**src/rtl/cla_pkg.sv**
```systemverilog
// cla_pkg: shared lookahead types and the 4-bit group propagate/generate helper
// Contents: CLA_GROUP (bits per lookahead group), pg_t (per-bit p/g pair),
//           group_pg (group GP = &p, group GG = lookahead generate over 4 bits).
package cla_pkg;
  localparam int CLA_GROUP = 4;
  typedef struct packed {
    logic p;
    logic g;
  } pg_t;
  function automatic pg_t group_pg(input pg_t [3:0] t);
    return pg_t'{
      p: t[3].p & t[2].p & t[1].p & t[0].p,
      g: t[3].g | (t[3].p & t[2].g) | (t[3].p & t[2].p & t[1].g) |
         (t[3].p & t[2].p & t[1].p & t[0].g)
    };
  endfunction
endpackage

```
**src/rtl/cla_lookahead4.sv**
```systemverilog
// cla_lookahead4: combinational 4-bit carry-lookahead group
// Ports: p/g = per-bit propagate/generate, ci = group carry in,
//        c[4:1] = carries out of each bit, gp/gg = group propagate/generate.
module cla_lookahead4
  import cla_pkg::*;
(
  input  logic [3:0] p,
  input  logic [3:0] g,
  input  logic       ci,
  output logic [4:1] c,
  output logic       gp,
  output logic       gg
);
  pg_t [3:0] t;
  pg_t       grp;
  assign t = {p[3], g[3], p[2], g[2], p[1], g[1], p[0], g[0]};
  assign grp = group_pg(t);
  assign gp = grp.p;
  assign gg = grp.g;
  assign c[1] = g[0] | (p[0] & ci);
  assign c[2] = g[1] | (p[1] & g[0]) | (p[1] & p[0] & ci);
  assign c[3] = g[2] | (p[2] & g[1]) | (p[2] & p[1] & g[0]) | (p[2] & p[1] & p[0] & ci);
  // Carry out of the group is the inter-group ripple term GG | GP & Cg.
  assign c[4] = gg | (gp & ci);
endmodule

```
**src/rtl/cla_add_pipe.sv**
```systemverilog
// cla_add_pipe: two-stage pipelined carry-lookahead adder/subtractor with valid/ready
// Ports: clk, rst (sync, active-high); in_valid/in_ready + a, b, cin, sub operand beat;
//        out_valid/out_ready + sum, cout, ovf, zero result beat.
// Optional macro CLA_BLOCK_PG_EN adds registered bp/bg block propagate/generate outputs.
module cla_add_pipe
  import cla_pkg::*;
#(
  parameter int WIDTH = 16,
  parameter int GROUP = CLA_GROUP
) (
  input  logic             clk,
  input  logic             rst,
  input  logic             in_valid,
  output logic             in_ready,
  input  logic [WIDTH-1:0] a,
  input  logic [WIDTH-1:0] b,
  input  logic             cin,
  input  logic             sub,
  output logic             out_valid,
  input  logic             out_ready,
  output logic [WIDTH-1:0] sum,
  output logic             cout,
  output logic             ovf,
  output logic             zero
`ifdef CLA_BLOCK_PG_EN
  ,
  output logic             bp,
  output logic             bg
`endif
);
  localparam int NG = WIDTH / GROUP;
  logic             s1_valid_q, s1_valid_d, out_valid_q, out_valid_d;
  logic [WIDTH-1:0] hs_q, hs_d, p_q, p_d, g_q, g_d, sum_q, sum_d;
  logic [WIDTH-1:0] bb, sum_c;
  logic             c0_q, c0_d, cout_q, cout_d, ovf_q, ovf_d, zero_q, zero_d;
  logic             s2_adv, s1_adv, acc;
  logic [WIDTH:0]   c;
  logic [NG-1:0]    gp, gg;
  assign s2_adv = !out_valid_q | out_ready;
  assign s1_adv = s1_valid_q & s2_adv;
  assign in_ready = !s1_valid_q | s2_adv;
  assign acc = in_valid & in_ready;
  assign bb = b ^ {WIDTH{sub}};
  always_comb begin
    s1_valid_d = acc | (s1_valid_q & !s1_adv);
    hs_d = acc ? a ^ bb : hs_q;
    p_d = acc ? a | bb : p_q;
    g_d = acc ? a & bb : g_q;
    c0_d = acc ? sub | cin : c0_q;
  end
  assign c[0] = c0_q;
  for (genvar k = 0; k < NG; k++) begin : g_grp
    cla_lookahead4 u_la (
      .p (p_q[GROUP*k +: GROUP]),
      .g (g_q[GROUP*k +: GROUP]),
      .ci(c[GROUP*k]),
      .c (c[GROUP*k+1 +: GROUP]),
      .gp(gp[k]),
      .gg(gg[k])
    );
  end
  assign sum_c = hs_q ^ c[WIDTH-1:0];
  always_comb begin
    out_valid_d = s1_adv | (out_valid_q & !out_ready);
    sum_d = s1_adv ? sum_c : sum_q;
    cout_d = s1_adv ? c[WIDTH] : cout_q;
    ovf_d = s1_adv ? c[WIDTH-1] ^ c[WIDTH] : ovf_q;
    zero_d = s1_adv ? ~|sum_c : zero_q;
  end
  always_ff @(posedge clk) begin
    if (rst) begin
      s1_valid_q <= 1'b0;
      hs_q <= '0;
      p_q <= '0;
      g_q <= '0;
      c0_q <= 1'b0;
      out_valid_q <= 1'b0;
      sum_q <= '0;
      cout_q <= 1'b0;
      ovf_q <= 1'b0;
      zero_q <= 1'b0;
    end else begin
      s1_valid_q <= s1_valid_d;
      hs_q <= hs_d;
      p_q <= p_d;
      g_q <= g_d;
      c0_q <= c0_d;
      out_valid_q <= out_valid_d;
      sum_q <= sum_d;
      cout_q <= cout_d;
      ovf_q <= ovf_d;
      zero_q <= zero_d;
    end
  end
  assign out_valid = out_valid_q;
  assign sum = sum_q;
  assign cout = cout_q;
  assign ovf = ovf_q;
  assign zero = zero_q;
`ifdef CLA_BLOCK_PG_EN
  logic [NG:0] bgc;
  logic        bp_q, bp_d, bg_q, bg_d;
  // Block generate ripples the group terms with the carry in forced to 0.
  assign bgc[0] = 1'b0;
  for (genvar k = 0; k < NG; k++) begin : g_blk
    assign bgc[k+1] = gg[k] | (gp[k] & bgc[k]);
  end
  always_comb begin
    bp_d = s1_adv ? &gp : bp_q;
    bg_d = s1_adv ? bgc[NG] : bg_q;
  end
  always_ff @(posedge clk) begin
    if (rst) begin
      bp_q <= 1'b0;
      bg_q <= 1'b0;
    end else begin
      bp_q <= bp_d;
      bg_q <= bg_d;
    end
  end
  assign bp = bp_q;
  assign bg = bg_q;
`else
  logic unused_pg;
  assign unused_pg = ^{gp, gg};
`endif
endmodule

```
**config.mk**
```make
export PLATFORM = sky130hd
export DESIGN_NAME = cla_add_pipe
export DESIGN_NICKNAME = d
export VERILOG_FILES = /design/src/rtl/cla_pkg.sv /design/src/rtl/cla_lookahead4.sv /design/src/rtl/cla_add_pipe.sv
export SDC_FILE = /design/constraint.sdc
export NUM_CORES = 1
export LEC_CHECK = 0
export ABC_AREA = 1
export ABC_CLOCK_PERIOD_IN_PS = 3640
export CORE_ASPECT_RATIO = 0.8
export CORE_MARGIN = 10
export CORE_UTILIZATION = 35
export DETAILED_ROUTE_END_ITERATION = 8
export GPL_TIMING_DRIVEN = 0
export PLACE_DENSITY_LB_ADDON = 0.08
export SLEW_MARGIN = 10
export SYNTH_ARGS = -nofsm -noshare
export SYNTH_HDL_FRONTEND = slang
export SYNTH_HIERARCHICAL = 1
export SYNTH_SLANG_ARGS = --single-unit
```
**constraint.sdc**
```tcl
create_clock -name clk -period 3.64 [get_ports clk]
set_clock_uncertainty 0.1 [all_clocks]
set_input_delay 0.728 -clock clk [delete_from_list [all_inputs] [get_ports clk]]
set_output_delay 0.728 -clock clk [all_outputs]
set_load 0.02 [all_outputs]
```
# --- After elaboration in Yosys (flattened, before gate mapping) ---
# Index checks and enable logic that the tools add are counted.
# Widths: inputs -> output; s select.
op_classes:
  n_bitwise: 119
  reduce_logical: 6
op_table:
  columns: ["operator", "n"]
  rows:
  - ["$and 1x1->1", 68]
  - ["$xor 16x16->16", 3]
  - ["$or 1x1->1", 45]
  - ["$and 16x16->16", 1]
  - ["$or 16x16->16", 1]
  - ["$reduce_or 16->1", 1]
  - ["$logic_not 1->1", 5]
  - ["$xor 1x1->1", 1]
totals:
  register_bits: 70
  in_bits: 38
  output_inout_bits: 21
  elab_cells: 135

# --- Depth between registers and ports, before layout ---
logic_depth:
  ltp_word: 14
  mapped_depth: 24
  mapped_depth_nobuf: 24

# --- Modules after synthesis ---
# The synthesis kept the hierarchy.
modules_own_cells:
  columns: ["module", "instances", "cells_per_inst", "area_per_inst_um2", "seq_area_each_um2"]
  rows:
  - ["cla_add_pipe", 1, 409, 3293.2, 1401.3]
  - ["cla_lookahead4", 4, 23, 106.4, 0.0]

# --- Worst setup path after synthesis ---
# No wires, ideal clock.
synth_timing:
  path_kind: "register -> register"
  from: "register p_q[2]"
  to: "register zero_q (netlist: zero)"
  setup_time_ps: 67
  t_arrival_ps: 1993
  required_time_ps: 3473
  path_slack_ps: 1480
  stages_incl_launch_ff: 25
  path_buffers: 0
  synth_period_minus_slack_ps: 2160
  cell_sequence: "dfxtp_1 nand2_2 nor2_2 nand2_1 nand2_1 nand2_1 nand2_2 nand2_1 nand2_1 nand2_1 nand2_2 nand2_1 nand2_1 nand2_1 nand2_2 nand2_1 nand2_1 inv_1 nand2_1 nand2_1 nor2_4 nand3_2 nor2_2 nand2_1 a21oi_2"
synth_between:
  word_cells_on_any_way: 42
  cone_classes: "40 x bitwise; 2 x reduce/logical"
synth_lines:
  columns: ["element", "line", "rtl"]
  rows:
  - ["start: declaration", "cla_add_pipe.sv:33", "logic [WIDTH-1:0] hs_q, hs_d, p_q, p_d, g_q, g_d, sum_q, sum_d;"]
  - ["start signal: assignment", "cla_add_pipe.sv:85", "p_q <= p_d;"]
  - ["$and 1x1->1 *", "cla_pkg.sv:12, cla_pkg.sv:13, cla_pkg.sv:14", null]
  - ["$and 1x1->1 (on tied branches)", "cla_pkg.sv:13, cla_pkg.sv:12, cla_pkg.sv:14", null]
  - ["$or 1x1->1, or another cell as far along", "cla_pkg.sv:13", "g: t[3].g | (t[3].p & t[2].g) | (t[3].p & t[2].p & t[1].g) |"]
  - ["$or 1x1->1 or $and 1x1->1 (tied branches)", "cla_pkg.sv:13, cla_lookahead4.sv:24", null]
  - ["$or 1x1->1 *", "cla_lookahead4.sv:24", "assign c[4] = gg | (gp & ci);"]
  - ["via c[4]", "cla_add_pipe.sv:37", "logic [WIDTH:0] c;"]
  - ["$and 1x1->1 *", "cla_lookahead4.sv:20", "assign c[1] = g[0] | (p[0] & ci);"]
  - ["$or 1x1->1 *", "cla_lookahead4.sv:20", null]
  - ["via c[5]", "cla_add_pipe.sv:37", null]
  - ["$xor 16x16->16 *", "cla_add_pipe.sv:62", "assign sum_c = hs_q ^ c[WIDTH-1:0];"]
  - ["$reduce_or 16->1 *", "cla_add_pipe.sv:68", "zero_d = s1_adv ? ~|sum_c : zero_q;"]
  - ["$logic_not 1->1 *", "cla_add_pipe.sv:68", null]
  - ["end signal: assignment", "cla_add_pipe.sv:92", "zero_q <= zero_d;"]
  - ["end: declaration", "cla_add_pipe.sv:35", "logic c0_q, c0_d, cout_q, cout_d, ovf_q, ovf_d, zero_q, zero_d;"]
# The timed path passes the listed nets; every way through them passes the cells marked *.
# A chain may end at the register's enable or synchronous reset.

# --- Worst setup path after layout ---
layout_timing:
  from: "input port out_ready"
  to: "output port in_ready"
layout_between:
  elab_chain_len: 2
layout_rtl:
  columns: ["element", "line", "rtl"]
  rows:
  - ["start: declaration", "cla_add_pipe.sv:20", "input logic out_ready,"]
  - ["$or 1x1->1", "cla_add_pipe.sv:39", "assign s2_adv = !out_valid_q | out_ready;"]
  - ["$or 1x1->1", "cla_add_pipe.sv:41", "assign in_ready = !s1_valid_q | s2_adv;"]
  - ["end: declaration", "cla_add_pipe.sv:14", "output logic in_ready,"]
# No other way between the ends.

==> impl_metrics.toml <==
[outcome]
outcome = "finished, final reports clean"

[critical_path]
worstSetupEndpointType = "output port"
crit_fanout = 3
cp-start-kind = "input pin"
critPathKind = "in2out"
crit_arrival_ps = 1920
required_ps = 2810

[cells_and_area]
multiInputGateArea_um2 = 1870
regArea_um2 = 1400
syn_to_final_growth_pct = 27.9
nets = 627
drive_above_1_share_pct = 8.72
fin_area_um2 = 4650
diodes = 0
fill_cells = 1095

[routing]
wirelength_um = 9420
drtIter0Drc = 162
avgViaCountPerCell = 4.41
wire_per_inst_um = 13.4
firstDrtPassIters = 4
antenna_left = 0
vias = 3097
drc = 0

[cts]
cts_hold_buf = 0
cts_sinks = 70
htreeDepth = 3
numCtsBuffers = 9
cts.clk_slew.worst_paths_ps = 50
cts_tree = "built"
cts_resized = 0
post_cts_buffers = 0
clock_latency_ps = 320
cts-root-buf = "clkbuf_16"
clk_path_buf_depth = 2

[sta]
fin_crit_ps = 2750
slew_headroom_pct = 60.3
max_freq_ghz = 0.363
setup_viol = 0
fin_tns_setup_ps = 0
fin_crit_sh_pct = 75.6
hold_viol_final = 0
rsz0062_at_grt = "false"
slew_violations = 0
tightest_slew_ps = 595

[logic_synthesis]
synth_area_um2 = 3640
syn_area_per_cell_um2 = 7.44
syn_nets = 559
netlist_instances = 489
yosys_warnings = 6

[placement]
numPortBuffers = 57
place_congestion = 0.810
dpl.hpwl_um = 7220
dpl_cell_area_um2 = 4380

[power]
p_leak_nw = 2.14
vdd_drop_max_mv = 0.198
powerDensity_nw_per_um2 = 439

[global_route]
grt_max_degree = 12
grt_pass1_wl_um = 15500
grt_overflow_total = 0
grt_use_total_pct = 12.9
grt_antenna_before_repair = 0
grt_pass1_vias = 3031

[floorplanning]
start_util_pct = 35.7
die_h_um = 111
dieArea_um2 = 14900
core_um2 = 10200
ios = 59
rows = 33
dieWidth_um = 134

[job]
cap_violations = 0

[hold_path]
hold_path.class = "reg2reg"
[metrics by stage]
step	std cells	setup slack [ps]	power [mW]	util, %	hold slack, ps
after floorplan	489	1520	1.12	-	344
after global placement	686	880	1.28	43.0	353
after detailed placement	686	885	1.28	43.0	357
after CTS	702	878	2.07	45.6	367
after global routing	702	593	2.16	45.6	382
final	702	887	2.04	45.6	363
[worst paths after layout]
check	start	end	slack (ps)	cells after the start
max reg2reg	c0_q	zero	1010	21
min	sum[4]	sum[4]	360	2
min reg2reg	sum[4]	sum[4]	360	2
max	out_ready	in_ready	890	4
[metal layers]
metal | GRT usage, % | vias up | part of all wire [%]
li1 | - | 1665 | -
met1 | 17.8 | 1358 | 53
met2 | 18.7 | 65 | 41
met3 | 3.17 | 9 | 4.4
met4 | 4.63 | 0 | 1.6
met5 | 0 | - | 0
[state kept, by name, summed over array words and instances (netlist names)]
register,count
g_q,16
hs_q,16
p_q,16
sum,16
c0_q,1
cout,1
out_valid,1
ovf,1
s1_valid_q,1
zero,1
[power breakdown]
group | switching, mW | leakage [nW] | internal, mW
clock | 0.303 | 0.132 | 0.476
sequential | 0.0390 | 0.580 | 0.828
combinational | 0.227 | 1.43 | 0.171
total | 0.568 | 2.14 | 1.48
[cells in the final DEF, fill, tap and decap left out, drive strengths merged, types with 4 or more instances in the layout]
cell type      count
nand2             87
nor2              73
dfxtp             70
inv               65
o21ai             60
clkdlybuf4s50     57
a21oi             40
ha                32
xnor2             19
clkbuf            19
buf               15
xor2               8
a31oi              5
or2                4
[layout make-up]
class,count,share of cell area (%)
Multi-Input combinational cell,332,40.2
Clock inverter,4,0.484
Clock buffer,12,5.30
Tap cell,140,3.76
Timing Repair Buffer,57,12.3
Inverter,65,5.24
Buffer,22,2.64
Sequential cell,70,30.1
[critical path, stage by stage]
cell and delay, ps:
clkdlybuf4s50_1 450, inv_1 50, nand3_2 80, clkdlybuf4s50_1 610
Power figures use the tool's default switching activity.
==> variant 1, RTL diff (config.mk and constraints unchanged) <==
`WIDTH`: 16 -> 12.
--- a/src/rtl/cla_add_pipe.sv
+++ b/src/rtl/cla_add_pipe.sv
@@ -7,3 +7,3 @@
 #(
-  parameter int WIDTH = 16,
+  parameter int WIDTH = 12,
   parameter int GROUP = CLA_GROUP
Ports: changed (resized a, b and sum); port bits go from 59 to 47. The function was not compared with the original's and may differ.
==> variant 1 against the unedited design <==
Utilization shrank 0.58 points. Setup slack lost 0.022 ns. Synthesized cell count shrank 23%. Routed wire length shrank 24%. Register-to-register slack gained 0.47 ns. Area after synthesis shrank 23%. Global-route usage shrank 0.46 points. Design area shrank 24%. Clock power shrank 36%. Power shrank 28%. Sequential power shrank 23%. Sequential cell count shrank 16. Highest routed layer unchanged.
==> variant 1: results (changes against the unedited design) <==
Hold path
  • Type of the most critical hold path: reg2reg
  • Worst hold path stage count: 2 (unchanged)
  • HP Start: hs_q[3]
  • Hold path endpoint: hs_q[3]

Timing
  • Worst slew pin tran: 0.573 ns (-0.0221 ns)
  • WHS: 0.373 ns (+0.0106 ns)

Finish
  • Final #Nets: 483 (-23%)
  • Diode count: 0 (unchanged)
  • Fill cell count: 845 (-23%)
  • Layout cells sized above 1: 7.91% (-0.81 points)

Drt
  • Max layer used: met4
  • Initial drt markers: 83 (-49%)
  • Vias per inst: 4.49 (+1.8%)
  • Avg WL per Cell: 13.4 um (-0.38%)
  • Metal2 WL: 3350 um (-13%)
  • Drt total wl: 7190 um (-24%)
  • Met3 WL: 211 um (-49%)
  • WL met1: 3590 um (-28%)
  • Drt pass-1 iters: 4 (unchanged)

Synthesis
  • Synth Net Count: 431 (-23%)
  • Synth warn: 6 (unchanged)
  • Post-Synthesis Cells: 377 (-23%)

Global routing
  • Grt met3 use: 2.24% (-0.93 points)
  • Met1 Use GR: 16.4% (-1.4 points)
  • Largest net degree at the start of global routing: 17 (+5)
  • GRT Overall Usage: 12.4% (-0.46 points)
  • Vias in the first global route: 2410 (-20%)
  • Grt met2 use: 20.3% (+1.6 points)
  • First-pass GRT wire length: 12100 um (-22%)

Critical path
  • Crit-path max FO: 3 (unchanged)
  • CP top delay family: buffers and inverters
  • R2r endpoint: zero
  • Arrival time at the worst endpoint: 1.95 ns (+0.03 ns)
  • Worst path max stage delay: 0.62 ns
  • R2r startpoint: c0_q
  • CP Capture Point: in_ready
  • Cells on worst reg2reg path: 18 (-14%)
  • R2R setup slack: 1.48 ns (+0.47 ns)
  • Critical path class: in2out
  • Crit-path slowest cell: clkdlybuf4s50_1

Run status
  • Outcome: complete, no violations

CTS
  • Clk buf depth: 2 (unchanged)
  • H-tree levels: 2 (-1)
  • CTS Buf Count: 5 (-4)
  • Root Buffer: clkbuf_8
  • CTS clock-pin slew for the worst setup and hold paths: 0.10 ns (+0.05 ns)
  • Setup bufs post-CTS: 0 (unchanged)
  • Resized cells post-CTS: 0 (unchanged)
  • Worst-Skew Late Latency: 0.30 ns (-0.02 ns)

Placement
  • GP Congestion: 0.773 (-4.5%)
  • Placed insts: 530 (-23%)
  • DP Wirelength: 5480 um (-24%)
  • Buffers on Ports: 45 (-21%)

Power and ir drop
  • Max IR drop VDD: 0.193 mV (-2.5%)
  • Leakage: 1.64 nW (-23%)
-- variant 1: through the flow --
step | setup WS [ns] | power, mW | area (um2)
after CTS | 0.852 | 1.49 | 3550
after floorplan | 1.76 | 0.871 | 2820
after global placement | 0.859 | 0.993 | 3400
after detailed placement | 0.856 | 0.997 | 3400
after global routing | 0.810 | 1.56 | 3550
final | 0.865 | 1.47 | 3550
-- variant 1: power breakdown --
part / switching [mW] / internal, mW
logic: 0.172 / 0.137
clock network: 0.202 / 0.293
registers: 0.0303 / 0.638
total: 0.404 / 1.07
-- variant 1: cell type report --
class	instances	area [um2]	share of cell area (%)
Tap cell	108	135	3.81
Timing Repair Buffer	45	450	12.7
Buffer	16	125	3.53
Multi-Input combinational cell	250	1400	39.4
Inverter	57	216	6.10
Clock inverter	2	60.1	1.69
Clock buffer	6	82.6	2.33
Sequential cell	54	1080	30.5
==> variant 2, RTL diff (same flow settings) <==
Without the edit above. `p_q` no longer has a reset.
--- a/src/rtl/cla_add_pipe.sv
+++ b/src/rtl/cla_add_pipe.sv
@@ -73,3 +73,2 @@
       hs_q <= '0;
-      p_q <= '0;
       g_q <= '0;
@@ -84,3 +83,2 @@
       hs_q <= hs_d;
-      p_q <= p_d;
       g_q <= g_d;
@@ -93,2 +91,6 @@
     end
+  end
+
+  always_ff @(posedge clk) begin
+    p_q <= p_d;
   end
Function: same outputs for any inputs over 10 cycles, from zero or initial values and one cycle with rst high; that may be too few to reach the edited logic, so the function may still have changed.
==> variant 2 against the unedited design <==
Sequential power increased by 3.1%. Fmax shrank 0.49%. Routed wire length shrank 3.3%. Final cell count decreased by 3.1%. Power is 7.0% higher. Design area grew 1.2%. Critical path depth is the same. Sequential cell count stayed put. Worst hold slack got worse by 0.00068 ns. Count of clock-buffer cells in the layout rose by 3. Area after synthesis rose by 0.76%. Setup slack lost 0.013 ns. Critical path type unchanged. Highest routed layer unchanged.
==> variant 2: results (changes against the unedited design) <==
Finish
  • Layout cells sized above 1: 8.52% (-0.20 points)
  • Final #Nets: 605 (-3.5%)
  • Diode count: 0 (unchanged)

Run status
  • Outcome: complete, no violations

Synthesis
  • Synth warn: 6 (unchanged)
  • Synth Net Count: 537 (-3.9%)

Power and ir drop
  • Leakage: 2.16 nW (+1.0%)
  • Max IR drop VDD: 0.203 mV (+2.6%)
  • Sw power: 584 uW (+2.8%)

Drt
  • WL met1: 4660 um (-6.8%)
  • Avg WL per Cell: 13.4 um (-0.17%)
  • Metal2 WL: 4010 um (+3.9%)
  • Met3 WL: 339 um (-18%)
  • Max layer used: met4
  • Initial drt markers: 128 (-21%)
  • Drt pass-1 iters: 4 (unchanged)
  • Vias per inst: 4.36 (-1.2%)

CTS
  • CTS Buf Count: 9 (unchanged)
  • CTS clock-pin slew for the worst setup and hold paths: 0.05 ns (about the same)
  • Clk buf depth: 2 (unchanged)
  • Resized cells post-CTS: 0 (unchanged)
  • Setup bufs post-CTS: 0 (unchanged)
  • H-tree levels: 3 (unchanged)
  • Worst-Skew Late Latency: 0.33 ns
  • Root Buffer: clkbuf_16

Critical path
  • Crit-path slowest cell: clkdlybuf4s50_1
  • CP top delay family: buffers and inverters
  • Arrival time at the worst endpoint: 1.94 ns (+0.02 ns)
  • Worst path max stage delay: 0.62 ns
  • Crit-path max FO: 3 (unchanged)

Placement
  • Buffers on Ports: 57 (unchanged)
  • GP Congestion: 0.796 (-1.8%)
  • DP Wirelength: 6920 um (-4.1%)
  • Placed cell areas: 4410 um2 (+0.63%)

Global routing
  • Vias in the first global route: 2943 (-2.9%)
  • Largest net degree at the start of global routing: 26 (+14)
  • GRT Overall Usage: 12.4% (-0.46 points)
  • Initial antenna violation count: 0 (unchanged)
  • First-pass GRT wire length: 14800 um (-4.2%)

Hold path
  • Type of the most critical hold path: reg2reg

Timing
  • Slew margin rel.: 62.2% (+1.9 points)
variant 2: cell types whose count changed in the layout (fill, tap and decap cells not counted), moves of 2 or more:
cell	delta
nand2_2	+2
buf_6	-2
nand2_1	-2
a21oi_1	-16
o21ai_0	-16
edfxtp_1	+16
dfxtp_1	-16
clkinv_2	-3
inv_1	+15
buf_2	-3
variant 2: metal layers:
metal / global-route usage [%] / up-vias
li1: - / 1569
met1: 16.5 / 1342
met2: 19.1 / 42
met3: 3.55 / 10
met4: 3.48 / 0
met5: 0 / -
variant 2: power by group through the flow:
| stage | Combinational, mW | Sequential, mW | Clock (mW) |
|---|---|---|---|
| finish | 0.413 | 0.894 | 0.879 |
| floorplan | 0.242 | 0.922 | 0 |
| global placement | 0.416 | 0.909 | 0 |
| global route | 0.474 | 0.902 | 0.928 |
| detailed placement | 0.419 | 0.911 | 0 |
| CTS | 0.421 | 0.895 | 0.895 |
variant 2: final timing paths:
path	endpoint	from	slack [ns]	cells past startpoint
max	in_ready	out_ready	0.87	4
min	sum[4]	sum[4]	0.36	2
max reg2reg	zero	p_q[3]	0.92	20
min reg2reg	sum[4]	sum[4]	0.36	2
variant 2: through the flow:
stage	cells	setup slack, ns
2_1_floorplan	467	1.48
3_3_place_gp	664	0.869
3_5_place_dp	664	0.874
4_1_cts	680	0.867
5_1_grt	680	0.634
6_report	680	0.874
variant 2: final cells by class:
| class | count | area [um2] |
|---|---|---|
| clock buffers | 15 | 268 |
| inverters | 81 | 304 |
| multi-input cells | 300 | 1720 |
| repair buffers | 57 | 571 |
| fillers | 1061 | 5530 |
| clock inverters | 1 | 30.0 |
| flip-flops and latches | 70 | 1560 |
| well taps | 140 | 175 |
| plain buffers | 16 | 85.1 |
variant 2: tightest hold or removal path, cell delays in order, from the launching register on:
cell and delay (ns):
dfxtp_1 0.30, nand2_1 0.06, a21oi_1 0.05
